`config.mk`:
```
export PLATFORM = sky130hd
export DESIGN_NAME = udp_tx_arb
export DESIGN_NICKNAME = d
export VERILOG_FILES = /design/src/rtl/udp_tx_arb.sv
export SDC_FILE = /design/constraint.sdc
export NUM_CORES = 1
export LEC_CHECK = 0
export ABC_CLOCK_PERIOD_IN_PS = 2900
export CORE_UTILIZATION = 50
export DETAILED_ROUTE_END_ITERATION = 16
export DONT_BUFFER_PORTS = 1
export PLACE_DENSITY = 0.7
export SLEW_MARGIN = 20
export SYNTH_ARGS = -nofsm -noshare
export SYNTH_HDL_FRONTEND = slang
export SYNTH_SLANG_ARGS = --single-unit
```
`constraint.sdc`:
```
create_clock -name clk -period 2.9 [get_ports clk]
set_input_delay 0.58 -clock clk [delete_from_list [all_inputs] [get_ports clk]]
set_output_delay 0.58 -clock clk [all_outputs]
set_load 0.02 [all_outputs]
```
`src/rtl/udp_tx_arb.sv`:
```
// udp_tx_arb: two-requester round-robin arbiter in front of a single UDP
// transmit engine.
//
// Ports
//   clk                        MII transmit clock (rising edge)
//   rst                        asynchronous active-high reset
//   ch0_req/ch1_req            level packet request, held until chN_done
//   ch0_byte_num/ch1_byte_num  payload byte count of the pending packet
//   ch0_data/ch1_data          payload word returned for chN_rd
//   ch0_rd/ch1_rd              payload read strobe to the granted requester
//   ch0_grant/ch1_grant        requester owns the transmit path
//   ch0_done/ch1_done          one-clock completion pulse
//   tx_start_en                one-clock start pulse to the sender
//   tx_byte_num                registered byte count for the sender
//   tx_data                    payload word from the granted requester
//   tx_req                     payload read request from the sender
//   tx_done                    one-clock packet-sent pulse from the sender
//   timeout_err                one-clock pulse when the sender never answers
module udp_tx_arb #(
  parameter int GAP_CYCLES = 24,
  parameter int TIMEOUT    = 65535
) (
  input  logic        clk,
  input  logic        rst,
  input  logic        ch0_req,
  input  logic        ch1_req,
  input  logic [15:0] ch0_byte_num,
  input  logic [15:0] ch1_byte_num,
  input  logic [31:0] ch0_data,
  input  logic [31:0] ch1_data,
  output logic        ch0_rd,
  output logic        ch1_rd,
  output logic        ch0_grant,
  output logic        ch1_grant,
  output logic        ch0_done,
  output logic        ch1_done,
  output logic        tx_start_en,
  output logic [15:0] tx_byte_num,
  output logic [31:0] tx_data,
  input  logic        tx_req,
  input  logic        tx_done,
  output logic        timeout_err
);

  localparam int TW = (TIMEOUT < 2) ? 1 : $clog2(TIMEOUT);
  localparam int GW = (GAP_CYCLES < 2) ? 1 : $clog2(GAP_CYCLES + 1);

  typedef enum logic [2:0] {
    S_IDLE,
    S_START,
    S_BUSY,
    S_ZERO,
    S_GAP
  } state_t;

  state_t          state_q;
  logic            sel_q;       // channel currently granted
  logic            prio_q;      // channel that wins a tie (0 = ch0)
  logic            grant0_q, grant1_q;
  logic            done0_q, done1_q;
  logic            start_q;
  logic            tout_q;
  logic [15:0]     byte_num_q;
  logic [TW-1:0]   busy_cnt_q;
  logic [GW-1:0]   gap_cnt_q;

  logic            win_d;
  logic [15:0]     win_bn_d;
  logic            busy;

  // A lone requester always wins; a tie goes to the favoured channel.
  always_comb begin
    win_d = prio_q;
    if (ch0_req && !ch1_req) win_d = 1'b0;
    else if (ch1_req && !ch0_req) win_d = 1'b1;
    win_bn_d = win_d ? ch1_byte_num : ch0_byte_num;
  end

  always_ff @(posedge clk or posedge rst) begin
    if (rst) begin
      state_q    <= S_IDLE;
      sel_q      <= 1'b0;
      prio_q     <= 1'b0;
      grant0_q   <= 1'b0;
      grant1_q   <= 1'b0;
      done0_q    <= 1'b0;
      done1_q    <= 1'b0;
      start_q    <= 1'b0;
      tout_q     <= 1'b0;
      byte_num_q <= '0;
      busy_cnt_q <= '0;
      gap_cnt_q  <= '0;
    end else begin
      start_q <= 1'b0;
      done0_q <= 1'b0;
      done1_q <= 1'b0;
      tout_q  <= 1'b0;
      case (state_q)
        S_IDLE: begin
          if (ch0_req || ch1_req) begin
            sel_q      <= win_d;
            grant0_q   <= ~win_d;
            grant1_q   <= win_d;
            byte_num_q <= win_bn_d;
            if (win_bn_d == '0) begin
              // Empty packet: done is shown during ZERO itself so the
              // requester drops its request before IDLE samples it again.
              done0_q <= ~win_d;
              done1_q <= win_d;
              state_q <= S_ZERO;
            end else begin
              start_q <= 1'b1;
              state_q <= S_START;
            end
          end
        end
        S_START: begin
          busy_cnt_q <= '0;
          state_q    <= S_BUSY;
        end
        S_BUSY: begin
          if (tx_done) begin
            done0_q   <= ~sel_q;
            done1_q   <= sel_q;
            grant0_q  <= 1'b0;
            grant1_q  <= 1'b0;
            prio_q    <= ~sel_q;
            gap_cnt_q <= GW'(GAP_CYCLES);
            state_q   <= S_GAP;
          end else if (busy_cnt_q == TW'(TIMEOUT - 1)) begin
            tout_q    <= 1'b1;
            grant0_q  <= 1'b0;
            grant1_q  <= 1'b0;
            prio_q    <= ~sel_q;
            gap_cnt_q <= GW'(GAP_CYCLES);
            state_q   <= S_GAP;
          end else begin
            busy_cnt_q <= busy_cnt_q + TW'(1);
          end
        end
        S_ZERO: begin
          grant0_q <= 1'b0;
          grant1_q <= 1'b0;
          prio_q   <= ~sel_q;
          state_q  <= S_IDLE;
        end
        S_GAP: begin
          // GAP always occupies at least one clock, even with GAP_CYCLES=0.
          if (gap_cnt_q <= GW'(1)) state_q <= S_IDLE;
          else gap_cnt_q <= gap_cnt_q - GW'(1);
        end
        default: state_q <= S_IDLE;
      endcase
    end
  end

  assign busy        = (state_q == S_BUSY);
  assign tx_data     = !busy ? '0 : (sel_q ? ch1_data : ch0_data);
  assign ch0_rd      = busy && !sel_q && tx_req;
  assign ch1_rd      = busy && sel_q && tx_req;
  assign ch0_grant   = grant0_q;
  assign ch1_grant   = grant1_q;
  assign ch0_done    = done0_q;
  assign ch1_done    = done1_q;
  assign tx_start_en = start_q;
  assign tx_byte_num = byte_num_q;
  assign timeout_err = tout_q;

endmodule

```
# == Word level (Yosys, flattened, before mapping) ==
# Cells that the tools add are included.
# totals
register_bits,48
input_bits,102
out_inout_bits,56
elab_cells,91
# classes
add_sub_neg,2
magnitude_cmp,1
eq_ne,11
mux,41
n_bitwise,2
reduce_logical,22
# ops
op,n
$mux 32,2
$mux 16,3
$pmux 16 s2,1
$mux 1,20
$add 16x1->16 const B,1
$eq 16x16->1 const B,1
$logic_not 16->1,1
$mux 5,3
$mux 3,4
$pmux 3 s4,1
$reduce_and 3->1,4
$ne 2x2->1 const B,5
$pmux 5 s2,1
$eq 3x2->1 const B,2
$logic_and 1x1->1,6
$pmux 1 s2,3
$pmux 1 s3,2
$reduce_bool 2->1,3
$le 5x1->1 const B,1
$sub 5x1->5 const B,1
$reduce_and 2->1,2
$eq 3x1->1 const B,1
$eq 3x3->1 const B,1
$logic_not 1->1,3
other kinds (6),7

# == Depth between registers and ports, before layout ==
# Gate-level depths: netlist of run 1.
# depth
word_depth,9
depth_mapped,9
mapped_depth_nobuf,8

# == Worst setup path before layout of run 1 ==
# Ideal clock, no wire load.
# synth_path
path_kind,register -> output
from,register sel_q
to,output tx_data[10]
t_arrival_ns,1.664
t_required_ns,2.320
setup_slack_ns,0.656
path_stages_with_launch,5
path_buffers,2
path_cell_list,dfrtp_1 > clkbuf_1 > buf_1 > mux2i_1 > nor2_1
# synth_via
elab_chain_cells,2
# synth_rtl
item,line_no,rtl
from (decl),57,logic sel_q;
from (signal assigned),101,sel_q <= win_d;
$mux 32 (2 in a row),158,assign tx_data = !busy ? '0 : (sel_q ? ch1_data : ch0_data);
to (decl),39,"output logic [31:0] tx_data,"
# Every way passes these cells.

# == Worst setup path after layout of run 1 ==
# layout_path
from,register sel_q
to,output tx_data[0]
# Same word-level chain as after synthesis.

==> results of run 1 <==
power breakdown:
part / switching (mW) / total (mW) / internal [mW]
clock: 0.237 / 0.437 / 0.200
combinational: 0.693 / 1.21 / 0.516
sequential: 0.483 / 1.37 / 0.884
final timing paths:
path,start,to
max,sel_q,tx_data[0]
min,rst,tx_byte_num[2]
max reg2reg,prio_q,state_q[1]
min reg2reg,gap_cnt_q[4],gap_cnt_q[4]
max in group asynchronous,rst,sel_q
min in group clk,tx_done,ch1_done
metrics by stage:
stage	hold slack, ps	cells	worst slack, ps
floorplan	446.1	325	655.6
global placement	417.2	409	672.7
detailed placement	422.5	409	589.9
CTS	83.66	417	419.9
global route	86.99	417	324.5
finish	81.78	417	410.2
worst max-delay path, cell delays in order (launching register included):
cell                      delay [ps]
sky130_fd_sc_hd__dfrtp_2        1010
sky130_fd_sc_hd__mux2i_1         350
sky130_fd_sc_hd__nor2_1           70
sky130_fd_sc_hd__buf_4           160
synth_stat cells, drive strengths merged (4+ instances only):
cell type	instances	area share (%)
mux2i	49	17
ha	4	1.7
xnor2	6	1.8
or3	7	1.5
clkbuf	13	1.7
nor3	6	1.0
o211ai	6	1.6
nand2	35	4.6
nand4	4	1.1
nand3	5	0.87
a21oi	8	1.4
nand2b	4	0.87
nor2	50	6.5
dfrtp	48	42
nor4	4	0.87
o21ai	38	6.6
inv	10	1.3
final cells by class:
type	count	area, um2	share of cell area (%)
Inverter	10	37.54	1.165
Clock inverter	2	17.52	0.5435
Clock buffer	6	82.58	2.562
Timing Repair Buffer	28	210.2	6.522
Sequential cell	48	1202	37.31
Multi-Input combinational cell	251	1583	49.11
Tap cell	72	90.09	2.795
cell families after synthesis:
family,synth area share [%]
DFF,41.67
adders and majority gates,1.736
and+or+nand+nor,20.53
buffers and inverters,3.429
xor gates and xnor gates,2.127
muxes,17.01
AOI/OAI and AO/OA,13.50
flip-flops by register name, summed over array words and instances, names as in the netlist:
name and flops:
busy_cnt_q 16, tx_byte_num 16, gap_cnt_q 5, state_q 3, ch0_done 1, ch0_grant 1
ch1_done 1, ch1_grant 1, prio_q 1, sel_q 1, timeout_err 1, tx_start_en 1
per-layer routing:
layer | vias to the layer above | routed length (um) | track usage, %
met5 | - | 0 | 0
met4 | 0 | 61 | 7.222
met3 | 6 | 569 | 5.176
met2 | 110 | 3043 | 33.63
met1 | 1096 | 3086 | 31.12
li1 | 1170 | - | -
==> out/summary.json, run 1 <==
{
  "flow_run": {
    "max_cap_viol_count": 0
  },
  "global_route": {
    "grt_start_max_net_pins": 40,
    "wire_length_of_the_first_global_routing_pass_mm": 10.49,
    "first_global_vias": 2255,
    "grt_usage_pct": 22.13,
    "grt_overflow_total": 0,
    "grt_antenna_before_repair": 0
  },
  "critical_path": {
    "required_ps": 2320,
    "critPathMaxFanout": 38,
    "setup_slack_of_the_worst_register_to_register_path_ps": 730,
    "worstSetupPathType": "reg -> out",
    "cp-end-kind": "primary output",
    "cp.arrival_ps": 1910,
    "timing.reg2reg.worst_path_depth": 7,
    "startpoint_type": "flip-flop"
  },
  "clock_network": {
    "cts_setup_buffers": 0,
    "tritoncts_clock_tree": "yes",
    "clock_tree.root_cell": "sky130_fd_sc_hd__clkbuf_8",
    "clock_insertion_delay_worst_skew_ps": 300,
    "cts_inserted_buffers": 5,
    "cts_max_path_buffers": 2,
    "cts_repair_resize_count": 0,
    "clock_sinks": 48,
    "clock_transition_at_the_register_clock_pins_on_the_worst_setup_and_hold_paths_after_cts_ps": 90,
    "level_count_of_the_clock_h_tree": 2,
    "cts.hold.buffers_added": 0
  },
  "die": {
    "floorplan.initialDensity_pct": 52.03,
    "die_area_um2": 6073,
    "die_height_um": 77.93,
    "io_pins": 158,
    "core_area_um2": 5540,
    "rows": 27,
    "die_w_um": 77.93
  },
  "logic_synthesis": {
    "synth-seq-cells": 48,
    "ys_async_sr_fraction_pct": 100.0,
    "synth_edf_count": 0,
    "cell_count_after_synthesis": 325,
    "post_synth_instance_area_um2": 2883,
    "syn_nets": 431,
    "synth_flop_type": "sky130_fd_sc_hd__dfrtp_1",
    "warnings_synthesis": 0,
    "netlist-cell-type-count": 38,
    "yosysSeqAreaShare_pct": 41.67,
    "synth.avg_cell_area_um2": 8.870
  },
  "place": {
    "port_buffers": 0,
    "post-dp-hpwl_mm": 5.216,
    "placement.cell_area_um2": 3123,
    "place.gp.congestion": 0.8341
  },
  "detailed_routing": {
    "drtAntennaViolNets": 0,
    "drt_first_pass_iters": 4,
    "finalWirelength_mm": 6.761,
    "route.vias.total": 2382,
    "wire_per_inst_um": 16.21,
    "drt_iter0_markers": 143,
    "vias_per_cell": 5.712,
    "route.detailed.drc": 0
  },
  "timing": {
    "finalMaxSlewViolations": 0,
    "timing.final.setup_violations": 0,
    "aggregate_negative_setup_slack_ps": 0,
    "max_freq_ghz": 0.4016,
    "skew_ps": 5.257,
    "layout_min_cycle_time_ps": 2490,
    "grt_setup_unrepaired": "no",
    "max_slew_margin_pct": 35.79,
    "hold_violations": 0,
    "worst_margin_slew_ps": 963.1,
    "post-route-period-util_pct": 85.85
  },
  "cells_and_area": {
    "area_growth_pct": 11.81,
    "num_antenna_cells": 0,
    "fin_nets": 450,
    "layout.filler_cells": 506,
    "layout_utilization_pct": 58.18,
    "layout-drive-gt1-share_pct": 13.33,
    "most-common-layout-cells": "sky130_fd_sc_hd__nor2_1, sky130_fd_sc_hd__mux2i_1, sky130_fd_sc_hd__dfrtp_1, sky130_fd_sc_hd__nand2_1, sky130_fd_sc_hd__o21ai_0",
    "final_common_cell": "sky130_fd_sc_hd__nor2_1",
    "final_design_instance_area_without_fill_um2": 3223
  },
  "worst_hold_path": {
    "hold_removal_path_class": "in -> async"
  },
  "outcome": {
    "run_status": "completed"
  },
  "power_and_ir_drop": {
    "leakage_power_nw": 1.441,
    "final_total_pwr_mw": 3.013,
    "worst_ir_drop_vdd_mv": 0.4661,
    "power_per_cell_area_nw_per_um2": 934.8
  }
}
Note: power is estimated with default switching activity, not from simulation.
==> inputs of run 2 (changes only) <==
- SETUP_SLACK_MARGIN: default -> 0.5
==> run 2 against run 1 <==
Register-to-register slack barely moved. Sequential power barely moved. Critical path depth did not move. Critical path type unchanged. Critical endpoint unchanged. Largest power group unchanged.
==> out/summary.json, run 2 (same netlist as run 1, synthesis figures left out) <==
{
  "global_route": {
    "first_global_vias": {"value": 2255, "change": "unchanged"},
    "grt_overflow_total": {"value": 0, "change": "unchanged"},
    "grt_most_used_layer": {"value": "met2", "change": "unchanged"},
    "use_met2": {"value": 33.63, "unit": "%", "change": "unchanged"},
    "wire_length_of_the_first_global_routing_pass": {"value": 10.49, "unit": "mm", "change": "unchanged"},
    "grt_start_max_net_pins": {"value": 40, "change": "unchanged"},
    "grt_usage": {"value": 22.13, "unit": "%", "change": "unchanged"},
    "met3_usage": {"value": 5.176, "unit": "%", "change": "unchanged"},
    "grt_antenna_before_repair": {"value": 0, "change": "unchanged"},
    "globalRouteMet1Util": {"value": 31.12, "unit": "%", "change": "unchanged"}
  },
  "cells_and_area": {
    "fin_nets": {"value": 450, "change": "unchanged"},
    "layout.filler_cells": {"value": 499, "change": "was 506"},
    "most-common-layout-cells": {"value": "sky130_fd_sc_hd__mux2i_1, sky130_fd_sc_hd__dfrtp_1, sky130_fd_sc_hd__nor2_1, sky130_fd_sc_hd__nand2_1, sky130_fd_sc_hd__o21ai_0", "change": "was sky130_fd_sc_hd__nor2_1, sky130_fd_sc_hd__mux2i_1, sky130_fd_sc_hd__dfrtp_1, sky130_fd_sc_hd__nand2_1, sky130_fd_sc_hd__o21ai_0"},
    "final_common_cell": {"value": "sky130_fd_sc_hd__mux2i_1", "change": "was sky130_fd_sc_hd__nor2_1"},
    "num_antenna_cells": {"value": 0, "change": "unchanged"},
    "area.sequential": {"value": 1206, "unit": "um2", "change": "was 1202 um2"},
    "area_growth": {"value": 12.80, "unit": "%", "change": "was 11.81%"},
    "multi_input_area": {"value": 1608, "unit": "um2", "change": "was 1583 um2"},
    "stdcell_count": {"value": 417, "change": "unchanged"},
    "layout_utilization": {"value": 58.69, "unit": "%", "change": "was 58.18%"},
    "layout-drive-gt1-share": {"value": 16.52, "unit": "%", "change": "was 13.33%"}
  },
  "critical_path": {
    "critical_path.slowest_cell": {"value": "sky130_fd_sc_hd__dfrtp_4", "change": "was sky130_fd_sc_hd__dfrtp_2"},
    "cp_top_family": {"value": "flip-flops", "change": "unchanged"},
    "worst-path-buf-inv": {"value": 1, "change": "unchanged"},
    "required": {"value": 2320, "unit": "ps", "change": "about the same"},
    "r2r_endpoint": {"value": "state_q[1]", "change": "unchanged"},
    "cp-end-kind": {"value": "primary output", "change": "unchanged"},
    "startpoint_type": {"value": "flip-flop", "change": "unchanged"},
    "critPathMaxFanout": {"value": 38, "change": "unchanged"},
    "r2r_startpoint": {"value": "prio_q", "change": "unchanged"},
    "timing.reg2reg.worst_path_depth": {"value": 7, "change": "unchanged"},
    "cp.arrival": {"value": 1690, "unit": "ps", "change": "was 1910 ps"},
    "cp_cell_sequence": {"value": "mux2i_1 -> nor2_1 -> buf_4", "change": "unchanged"},
    "worstSetupPathType": {"value": "reg -> out", "change": "unchanged"},
    "critical_path.max_stage_delay": {"value": 810, "unit": "ps", "change": "was 1010 ps"},
    "setup_slack_of_the_worst_register_to_register_path": {"value": 720, "unit": "ps", "change": "was 730 ps"}
  },
  "timing": {
    "max_freq": {"value": 0.4410, "unit": "GHz", "change": "was 0.4016 GHz"},
    "skew": {"value": 5.285, "unit": "ps", "change": "was 5.257 ps"},
    "post-route-period-util": {"value": 78.19, "unit": "%", "change": "was 85.85%"},
    "worst_margin_slew": {"value": 578.7, "unit": "ps", "change": "was 963.1 ps"},
    "aggregate_negative_setup_slack": {"value": 0, "unit": "ps", "change": "unchanged"},
    "timing.final.setup_violations": {"value": 0, "change": "unchanged"},
    "grt_setup_unrepaired": {"value": "no", "change": "unchanged"},
    "hold_violations": {"value": 0, "change": "unchanged"},
    "max_slew_margin": {"value": 61.42, "unit": "%", "change": "was 35.79%"},
    "finalMaxSlewViolations": {"value": 0, "change": "unchanged"},
    "layout_min_cycle_time": {"value": 2267, "unit": "ps", "change": "was 2490 ps"}
  },
  "power_and_ir_drop": {
    "sw_frac_of_total": {"value": 47.14, "unit": "%", "change": "was 46.89%"},
    "p_sw": {"value": 1.432, "unit": "mW", "change": "was 1.413 mW"},
    "combinationalPowerShare": {"value": 40.3, "unit": "%", "change": "was 40.1%"},
    "p_int": {"value": 1.606, "unit": "mW", "change": "was 1.600 mW"},
    "power.share.clock": {"value": 14.4, "unit": "%", "change": "was 14.5%"},
    "power_per_cell_area": {"value": 934.3, "unit": "nW/um2", "change": "was 934.8 nW/um2"},
    "worst_ir_drop_vdd": {"value": 0.4680, "unit": "mV", "change": "was 0.4661 mV"},
    "final_total_pwr": {"value": 3.038, "unit": "mW", "change": "was 3.013 mW"},
    "proportion_of_power_drawn_by_flip_flops_and_latches": {"value": 45.3, "unit": "%", "change": "was 45.4%"},
    "leakage_power": {"value": 1.438, "unit": "nW", "change": "was 1.441 nW"}
  },
  "clock_network": {
    "level_count_of_the_clock_h_tree": {"value": 2, "change": "unchanged"},
    "cts_max_path_buffers": {"value": 2, "change": "unchanged"},
    "clock_tree.root_cell": {"value": "sky130_fd_sc_hd__clkbuf_8", "change": "unchanged"},
    "clock_transition_at_the_register_clock_pins_on_the_worst_setup_and_hold_paths_after_cts": {"value": 90, "unit": "ps", "change": "about the same"},
    "cts_inserted_buffers": {"value": 5, "change": "unchanged"},
    "tritoncts_clock_tree": {"value": "yes", "change": "unchanged"},
    "clock_sinks": {"value": 48, "change": "unchanged"},
    "clock_insertion_delay_worst_skew": {"value": 300, "unit": "ps", "change": "about the same"}
  },
  "detailed_routing": {
    "route.detailed.drc": {"value": 0, "change": "unchanged"},
    "route.vias.total": {"value": 2381, "change": "was 2382"},
    "vias_per_cell": {"value": 5.710, "change": "was 5.712"},
    "finalWirelength": {"value": 6.798, "unit": "mm", "change": "was 6.761 mm"},
    "drt_iter0_markers": {"value": 170, "change": "was 143"},
    "drtAntennaViolNets": {"value": 0, "change": "unchanged"},
    "wire_per_inst": {"value": 16.30, "unit": "um", "change": "was 16.21 um"},
    "drt_first_pass_iters": {"value": 4, "change": "unchanged"}
  },
  "outcome": {
    "run_status": {"value": "completed", "change": "unchanged"}
  },
  "place": {
    "post-dp-hpwl": {"value": 5.216, "unit": "mm", "change": "unchanged"},
    "place.gp.congestion": {"value": 0.8341, "change": "unchanged"},
    "port_buffers": {"value": 0, "change": "unchanged"},
    "place_inst": {"value": 409, "change": "unchanged"}
  },
  "die": {
    "io_pins": {"value": 158, "change": "unchanged"},
    "die_w": {"value": 77.93, "unit": "um", "change": "unchanged"},
    "core_area": {"value": 5540, "unit": "um2", "change": "unchanged"},
    "rows": {"value": 27, "change": "unchanged"},
    "floorplan.initialDensity": {"value": 52.03, "unit": "%", "change": "unchanged"},
    "die_area": {"value": 6073, "unit": "um2", "change": "unchanged"},
    "die_height": {"value": 77.93, "unit": "um", "change": "unchanged"}
  },
  "flow_run": {
    "max_cap_viol_count": {"value": 0, "change": "unchanged"}
  },
  "worst_hold_path": {
    "hold_removal_path_class": {"value": "in -> async", "change": "unchanged"}
  }
}
## run 2: repair_timing
item,in CTS,in global routing
hold buffers,0,0
buffers inserted,0,0
setup endpoints to repair,32,32
gates resized for setup,1,11
## run 2: metrics by stage
| step | setup WS [ps] | area (um2) | hold WS, ps |
|---|---|---|---|
| after CTS | 499.9 | 3226 | 83.66 |
| after floorplan | 655.6 | 2883 | 446.1 |
| after detailed placement | 589.9 | 3123 | 422.5 |
| after global placement | 672.7 | 3123 | 417.2 |
| final | 632.6 | 3252 | 81.72 |
| after global routing | 544.7 | 3252 | 86.84 |
## run 2: area by class of cell
class | count | share of cell area [%]
inverter | 10 | 1.154
clock buffer | 6 | 2.539
clock inverter | 2 | 0.5387
tap | 72 | 2.770
sequential | 48 | 37.09
multi-input combinational | 251 | 49.44
timing repair buffer | 28 | 6.464
## run 2: how the worst max path moves through the flow
stage / end / slack, ps / startpoint / depth (start not counted)
after floorplan: tx_data[10] / 660 / sel_q / 4
after global placement: state_q[1] / 670 / ch1_req / 7
after detailed placement: state_q[1] / 590 / ch1_req / 7
after CTS: tx_data[16] / 500 / state_q[2] / 4
after global routing: tx_data[31] / 540 / state_q[2] / 5
final: tx_data[0] / 630 / sel_q / 3
## run 2: power by group through the flow
stage | clock (mW) | sequential, mW | combinational [mW]
global placement | 0 | 1.37 | 1.18
CTS | 0.447 | 1.37 | 1.21
finish | 0.438 | 1.37 | 1.23
global route | 0.473 | 1.42 | 1.37
floorplan | 0 | 1.19 | 1.06
detailed placement | 0 | 1.37 | 1.22
## run 2: per-layer routing
layer	part of all wire (%)	vias to the layer above
met5	0	-
met4	1.1	0
met3	7.9	8
met2	45	101
met1	46	1098
li1	-	1174
